==> config.mk <==
export PLATFORM = sky130hd
export DESIGN_NAME = tmds_video_tx
export DESIGN_NICKNAME = d
export VERILOG_FILES = /design/src/rtl/tmds_video_tx.sv
export SDC_FILE = /design/constraint.sdc
export NUM_CORES = 1
export LEC_CHECK = 0
export ABC_AREA = 0
export BUFFER_PORTS_ARGS = -buffer_cell sky130_fd_sc_hd__buf_4
export CAP_MARGIN = 30
export CORE_MARGIN = 5
export CORE_UTILIZATION = 48
export CTS_CLUSTER_DIAMETER = 50
export DETAILED_ROUTE_END_ITERATION = 10
export HOLD_SLACK_MARGIN = 0.15
export MAX_ROUTING_LAYER = met4
export PLACE_DENSITY = 0.68
export SETUP_SLACK_MARGIN = 0.1
export SLEW_MARGIN = 15
export SYNTH_ARGS = -nofsm -noshare
export SYNTH_HDL_FRONTEND = slang
export SYNTH_SLANG_ARGS = --single-unit
==> constraint.sdc <==
create_clock -name clk -period 14.2 [get_ports clk]
set_input_delay 4.26 -clock clk [delete_from_list [all_inputs] [get_ports clk]]
set_output_delay 4.26 -clock clk [all_outputs]
set_load 0.005 [all_outputs]
==> src/rtl/tmds_video_tx.sv <==
// rtl/tmds_video_tx.sv - DVI/HDMI timing generator with 3-channel TMDS symbol encoder
module tmds_video_tx #(
    parameter int   H_ACTIVE = 1280,
    parameter int   H_FP     = 110,
    parameter int   H_SYNC   = 40,
    parameter int   H_BP     = 220,
    parameter int   V_ACTIVE = 720,
    parameter int   V_FP     = 5,
    parameter int   V_SYNC   = 5,
    parameter int   V_BP     = 20,
    parameter logic HS_POL   = 1'b1,
    parameter logic VS_POL   = 1'b1
) (
    input  logic        clk,
    input  logic        rst_n,
    input  logic        en,
    input  logic [23:0] rgb,
    output logic        pix_req,
    output logic [15:0] pix_x,
    output logic [15:0] pix_y,
    output logic        frame_start,
    output logic [29:0] tmds,
    output logic        de_o,
    output logic        hsync_o,
    output logic        vsync_o
);

    localparam logic [15:0] HT     = 16'(H_ACTIVE + H_FP + H_SYNC + H_BP);
    localparam logic [15:0] VT     = 16'(V_ACTIVE + V_FP + V_SYNC + V_BP);
    localparam logic [15:0] HA     = 16'(H_ACTIVE);
    localparam logic [15:0] VA     = 16'(V_ACTIVE);
    localparam logic [15:0] HS_BEG = 16'(H_ACTIVE + H_FP);
    localparam logic [15:0] HS_END = 16'(H_ACTIVE + H_FP + H_SYNC);
    localparam logic [15:0] VS_BEG = 16'(V_ACTIVE + V_FP);
    localparam logic [15:0] VS_END = 16'(V_ACTIVE + V_FP + V_SYNC);
    localparam logic [9:0]  GB0    = 10'b1011001100;
    localparam logic [9:0]  GB1    = 10'b0100110011;

    typedef enum logic [1:0] {CLS_CTRL, CLS_PRE, CLS_GUARD, CLS_DATA} cls_t;

    function automatic logic [9:0] ctl_token(input logic [1:0] c);
        case (c)
            2'b00:   return 10'b1101010100;
            2'b01:   return 10'b0010101011;
            2'b10:   return 10'b0101010100;
            default: return 10'b1010101011;
        endcase
    endfunction

    function automatic logic [8:0] tmds_qm(input logic [7:0] d);
        logic       xn;
        logic [8:0] q;
        int         n1;
        n1   = $countones(d);
        xn   = (n1 > 4) || (n1 == 4 && !d[0]);
        q[0] = d[0];
        for (int i = 1; i < 8; i++)
            q[i] = xn ? ~(q[i-1] ^ d[i]) : (q[i-1] ^ d[i]);
        q[8] = ~xn;
        return q;
    endfunction

    // Returns {next disparity, symbol}; disparity stays within +/-10 so 5 bits suffice.
    function automatic logic [14:0] tmds_bal(input logic [8:0] qm, input logic signed [4:0] cnt);
        int         n1, c;
        logic [9:0] q;
        n1 = $countones(qm[7:0]);
        c  = int'(cnt);
        if (c == 0 || n1 == 4) begin
            q = {~qm[8], qm[8], qm[8] ? qm[7:0] : ~qm[7:0]};
            c = qm[8] ? c + 2 * n1 - 8 : c + 8 - 2 * n1;
        end else if ((c > 0 && n1 > 4) || (c < 0 && n1 < 4)) begin
            q = {1'b1, qm[8], ~qm[7:0]};
            c = c + (qm[8] ? 2 : 0) + 8 - 2 * n1;
        end else begin
            q = {1'b0, qm[8], qm[7:0]};
            c = c - (qm[8] ? 0 : 2) + 2 * n1 - 8;
        end
        return {5'(c), q};
    endfunction

    logic [1:0] rst_sync;
    logic       srst_n;
    assign srst_n = rst_sync[1];

    always_ff @(posedge clk or negedge rst_n) begin
        if (!rst_n) rst_sync <= 2'b00;
        else        rst_sync <= {rst_sync[0], 1'b1};
    end

    logic [15:0] hcnt, vcnt;
    logic        running, next_active, hs0, vs0;
    cls_t        cls0;

    // A line only starts when en is high at hcnt==0; once started it always completes.
    always_comb begin
        running     = (hcnt != 16'd0) || en;
        next_active = (vcnt == VT - 16'd1) || (vcnt + 16'd1 < VA);
        hs0         = ~HS_POL;
        vs0         = ~VS_POL;
        cls0        = CLS_CTRL;
        if (running) begin
            if (hcnt >= HS_BEG && hcnt < HS_END) hs0 = HS_POL;
            if (vcnt >= VS_BEG && vcnt < VS_END) vs0 = VS_POL;
            if (hcnt < HA && vcnt < VA)                    cls0 = CLS_DATA;
            else if (next_active && hcnt >= HT - 16'd2)    cls0 = CLS_GUARD;
            else if (next_active && hcnt >= HT - 16'd10)   cls0 = CLS_PRE;
        end
    end

    assign pix_req     = srst_n && (cls0 == CLS_DATA);
    assign frame_start = srst_n && en && (hcnt == 16'd0) && (vcnt == 16'd0);
    assign pix_x       = hcnt;
    assign pix_y       = vcnt;

    always_ff @(posedge clk or negedge srst_n) begin
        if (!srst_n) begin
            hcnt <= 16'd0;
            vcnt <= 16'd0;
        end else if (!running) begin
            hcnt <= 16'd0;
            vcnt <= 16'd0;
        end else if (hcnt == HT - 16'd1) begin
            hcnt <= 16'd0;
            vcnt <= (vcnt == VT - 16'd1) ? 16'd0 : vcnt + 16'd1;
        end else begin
            hcnt <= hcnt + 16'd1;
        end
    end

    cls_t              s1_cls, s2_cls;
    logic              s1_hs, s1_vs, s2_hs, s2_vs;
    logic [8:0]        s2_qm [3];
    logic signed [4:0] cnt [3];
    logic [14:0]       bal [3];
    logic [9:0]        sym [3];
    logic signed [4:0] cnt_d [3];

    always_comb begin
        for (int n = 0; n < 3; n++) begin
            bal[n]   = tmds_bal(s2_qm[n], cnt[n]);
            sym[n]   = ctl_token(2'b00);
            cnt_d[n] = 5'sd0;
            case (s2_cls)
                CLS_DATA: begin
                    sym[n]   = bal[n][9:0];
                    cnt_d[n] = $signed(bal[n][14:10]);
                end
                CLS_GUARD: sym[n] = (n == 1) ? GB1 : GB0;
                CLS_PRE: begin
                    if (n == 0)      sym[n] = ctl_token({s2_vs, s2_hs});
                    else if (n == 1) sym[n] = ctl_token(2'b01);
                end
                default: if (n == 0) sym[n] = ctl_token({s2_vs, s2_hs});
            endcase
        end
    end

    // Stage 1 waits for rgb, stage 2 holds q_m, output register holds the balanced symbol.
    always_ff @(posedge clk or negedge srst_n) begin
        if (!srst_n) begin
            s1_cls  <= CLS_CTRL;
            s1_hs   <= ~HS_POL;
            s1_vs   <= ~VS_POL;
            s2_cls  <= CLS_CTRL;
            s2_hs   <= ~HS_POL;
            s2_vs   <= ~VS_POL;
            for (int n = 0; n < 3; n++) begin
                s2_qm[n] <= 9'd0;
                cnt[n]   <= 5'sd0;
            end
            tmds    <= {ctl_token(2'b00), ctl_token(2'b00), ctl_token({~VS_POL, ~HS_POL})};
            de_o    <= 1'b0;
            hsync_o <= ~HS_POL;
            vsync_o <= ~VS_POL;
        end else begin
            s1_cls  <= cls0;
            s1_hs   <= hs0;
            s1_vs   <= vs0;
            s2_cls  <= s1_cls;
            s2_hs   <= s1_hs;
            s2_vs   <= s1_vs;
            for (int n = 0; n < 3; n++) begin
                s2_qm[n] <= tmds_qm(rgb[8*n +: 8]);
                cnt[n]   <= cnt_d[n];
            end
            tmds    <= {sym[2], sym[1], sym[0]};
            de_o    <= (s2_cls == CLS_DATA);
            hsync_o <= s2_hs;
            vsync_o <= s2_vs;
        end
    end

endmodule

==> out/metrics.csv <==
metric;value;unit
status;complete, no violations;
gp_congestion;0.833;
vias_per_cell;5.17;
drive_above_1_share;0.159;
ctsHoldBuffers;0;
synth.ff_latch_count;114;
cts_root_buffer;clkbuf_16;
antenna_found_initial;0;
reg2reg_depth;17;
synth.distinct_cells;65;
firstDrtPassIters;4;
finalCritPeriodShare;0.682;
max_stage_delay;0.60;ns
die_area;0.0199;sq mm
die_y;141;um
clock_skew;0.0104;ns
crit_fanout;5;
cts_tree;built;
synth_ff_type;dfrtp_1;
grt_max_degree;64;
yosys_warnings;0;
avgSynthCellArea;9.72;sq um
critPathLaunchType;primary input;
wl;17.0;mm
portBuffers;93;
multi_input_area;0.00480;sq mm
seq_area;0.00288;sq mm
maxSlewHeadroom;0.264;
cpMostUsedCell;buf_4;
fp-row-count;48;
syn_to_final_growth;17.5;%
ios;94;
grt_overflow;0;
clockBufferDepth;2;
fmax;103;MHz
first_global_vias;6064;
grt_pass1_wl;29.2;mm
drt_iter0_markers;247;
crit_chain;buf_4, nor4_1, nand4b_1, nor2_1, buf_4;
fp.dieW;141;um
vias;6083;
hold_viol_final;0;
place_inst;1143;
cts_setup_buffers;0;
antenna_left;0;
start_util;0.483;
path_depth;5;
finalSetupViolCount;0;
place_hpwl;13.0;mm
drc_errors;0;
synth_cells;850;
layout_min_cycle_time;9.69;ns
worst_pin_slew;1.10;ns
synth_area;0.00826;sq mm
yosys.area.top_type;dfrtp_1;
coreArea;0.0171;sq mm
synth_area_leaders;dfrtp_1 (30%), ha_1 (11%), fa_1 (11%);
final_cell_count_no_fill;1176;
cts_resized;0;
path_class;in -> out;
fillers;1528;
grt_use_total;0.185;
htree_num_levels;4;
hp-class;reg -> reg;
cts_sinks;114;
tns;0;ns
worst_setup_path_end_kind;primary output;
path_clk_slew;0.05;ns
clk-insertion-delay-late;0.42;ns
fin_nets;1085;
numCtsBuffers;17;
path_delay_family;simple AND/OR/NAND/NOR gates;
rsz0062_at_grt;false;
synth_top_area_frac;0.300;
synth_edf_count;0;
async_reset_ff_frac;1.00;
synth_nets;997;
yosysSeqAreaShare;0.347;
whs_path_depth;0;
slew_violations;0;
arrival;5.43;ns
crit_slowest_cell;nor4_1;
cp.required;9.94;ns
critPathBufInv;2;
post_drt_wl_per_cell;14.5;um
diodes;0;
drv_cap;0;
-- state kept, by name, summed over array words and instances, names as in the netlist --
signal,cells
s1_hs,1
s1_cls,2
s2_qm,27
cnt,12
rst_sync,2
pix_y,16
tmds,30
de_o,1
vsync_o,1
s2_vs,1
pix_x,16
s2_hs,1
s1_vs,1
s2_cls,2
hsync_o,1
-- routing by layer --
metal  routed length (um)  share of wire  track usage
met1                 7470           0.44        0.237
met2                 8550           0.50        0.301
met3                  708          0.042       0.0377
met4                  291          0.017       0.0520
met5                    0              0            -
-- cells in the mapped netlist, types with 3 or more instances --
cell,n
xnor2_1,73
clkbuf_1,19
nor4_1,8
o21a_1,3
fa_1,45
and3_1,10
nand4_1,10
nor2b_1,8
xor2_1,21
a211oi_1,18
a32oi_1,3
nand2b_1,10
o22ai_1,3
dfstp_2,15
mux2i_1,7
inv_1,123
or3_1,7
nor3_1,24
nor2_1,62
o31ai_1,6
o21ai_0,39
ha_1,75
a21oi_1,29
nand2_1,38
buf_2,5
dfrtp_1,99
o2bb2ai_1,3
a31oi_1,6
nand4b_1,5
nand3_1,19
a22oi_1,3
a21o_1,13
-- stage by stage --
step,instance area [sq um],utilization,hold WS (ns),setup WS (ns)
finish,9710,0.568,0.347,4.51
global placement,9140,0.534,0.335,4.57
detailed placement,9150,0.535,0.337,4.54
global route,9710,0.568,0.361,4.43
CTS,9710,0.567,0.346,4.53
floorplan,8260,-,0.331,4.93
-- worst paths after layout --
check / slack, ns / end / startpoint
min reg2reg: 0.35 / s2_cls[1] / s1_cls[1]
max: 4.51 / pix_req / en
max in group asynchronous: 10.48 / rst_sync[1] / rst_n
max reg2reg: 9.01 / cnt[4] / s2_qm[0]
min: 0.35 / s2_cls[1] / s1_cls[1]
min in group asynchronous: 0.37 / pix_x[5] / rst_sync[1]
-- kinds of logic (layout without fill, tap and decap cells) --
group,after synthesis,in the layout,synth area share
compound gates,143,143,0.112
xor+xnor,94,94,0.0996
fa+ha+maj,120,120,0.223
buf+inv,152,253,0.0713
flops,114,114,0.347
mux,9,9,0.0126
other cells,1,1,0.000454
simple gates,217,217,0.134
-- worst reg2reg max path, cell delays in order, from the launching register on --
cell,delay [ns]
dfrtp_1,0.41
fa_1,0.54
inv_1,0.05
fa_1,0.45
fa_1,0.51
inv_1,0.05
ha_1,0.20
fa_1,0.55
inv_1,0.08
ha_1,0.36
inv_1,0.13
ha_1,0.31
ha_1,0.21
fa_1,0.38
xnor2_1,0.15
a221o_1,0.26
o31a_1,0.13
a221o_1,0.31
-- layout by cell type, fill, tap and decap left out, types with 8 or more instances in the layout --
cell,netlist,final
a211oi_1,18,18
a21o_1,13,13
a21oi_1,29,29
and3_1,10,10
buf_4,1,98
clkbuf_16,0,17
dfrtp_1,99,98
dfstp_2,15,15
fa_1,45,45
ha_1,75,75
inv_1,123,123
nand2_1,38,38
nand2b_1,10,10
nand3_1,19,19
nand4_1,10,10
nor2_1,62,62
nor2b_1,8,8
nor3_1,24,24
nor4_1,8,8
o21ai_0,39,39
xnor2_1,73,73
xor2_1,21,21
-- area by class of cell --
type	count	share of cell area
Inverter	123	0.0475
Sequential cell	114	0.296
Clock buffer	28	0.0553
Multi-Input combinational cell	584	0.494
Tap cell	225	0.0290
Clock inverter	4	0.00206
Timing Repair Buffer	98	0.0757
Power is not shown: default switching activity piles up to over one toggle a cycle in this logic, so the estimate is an artifact.
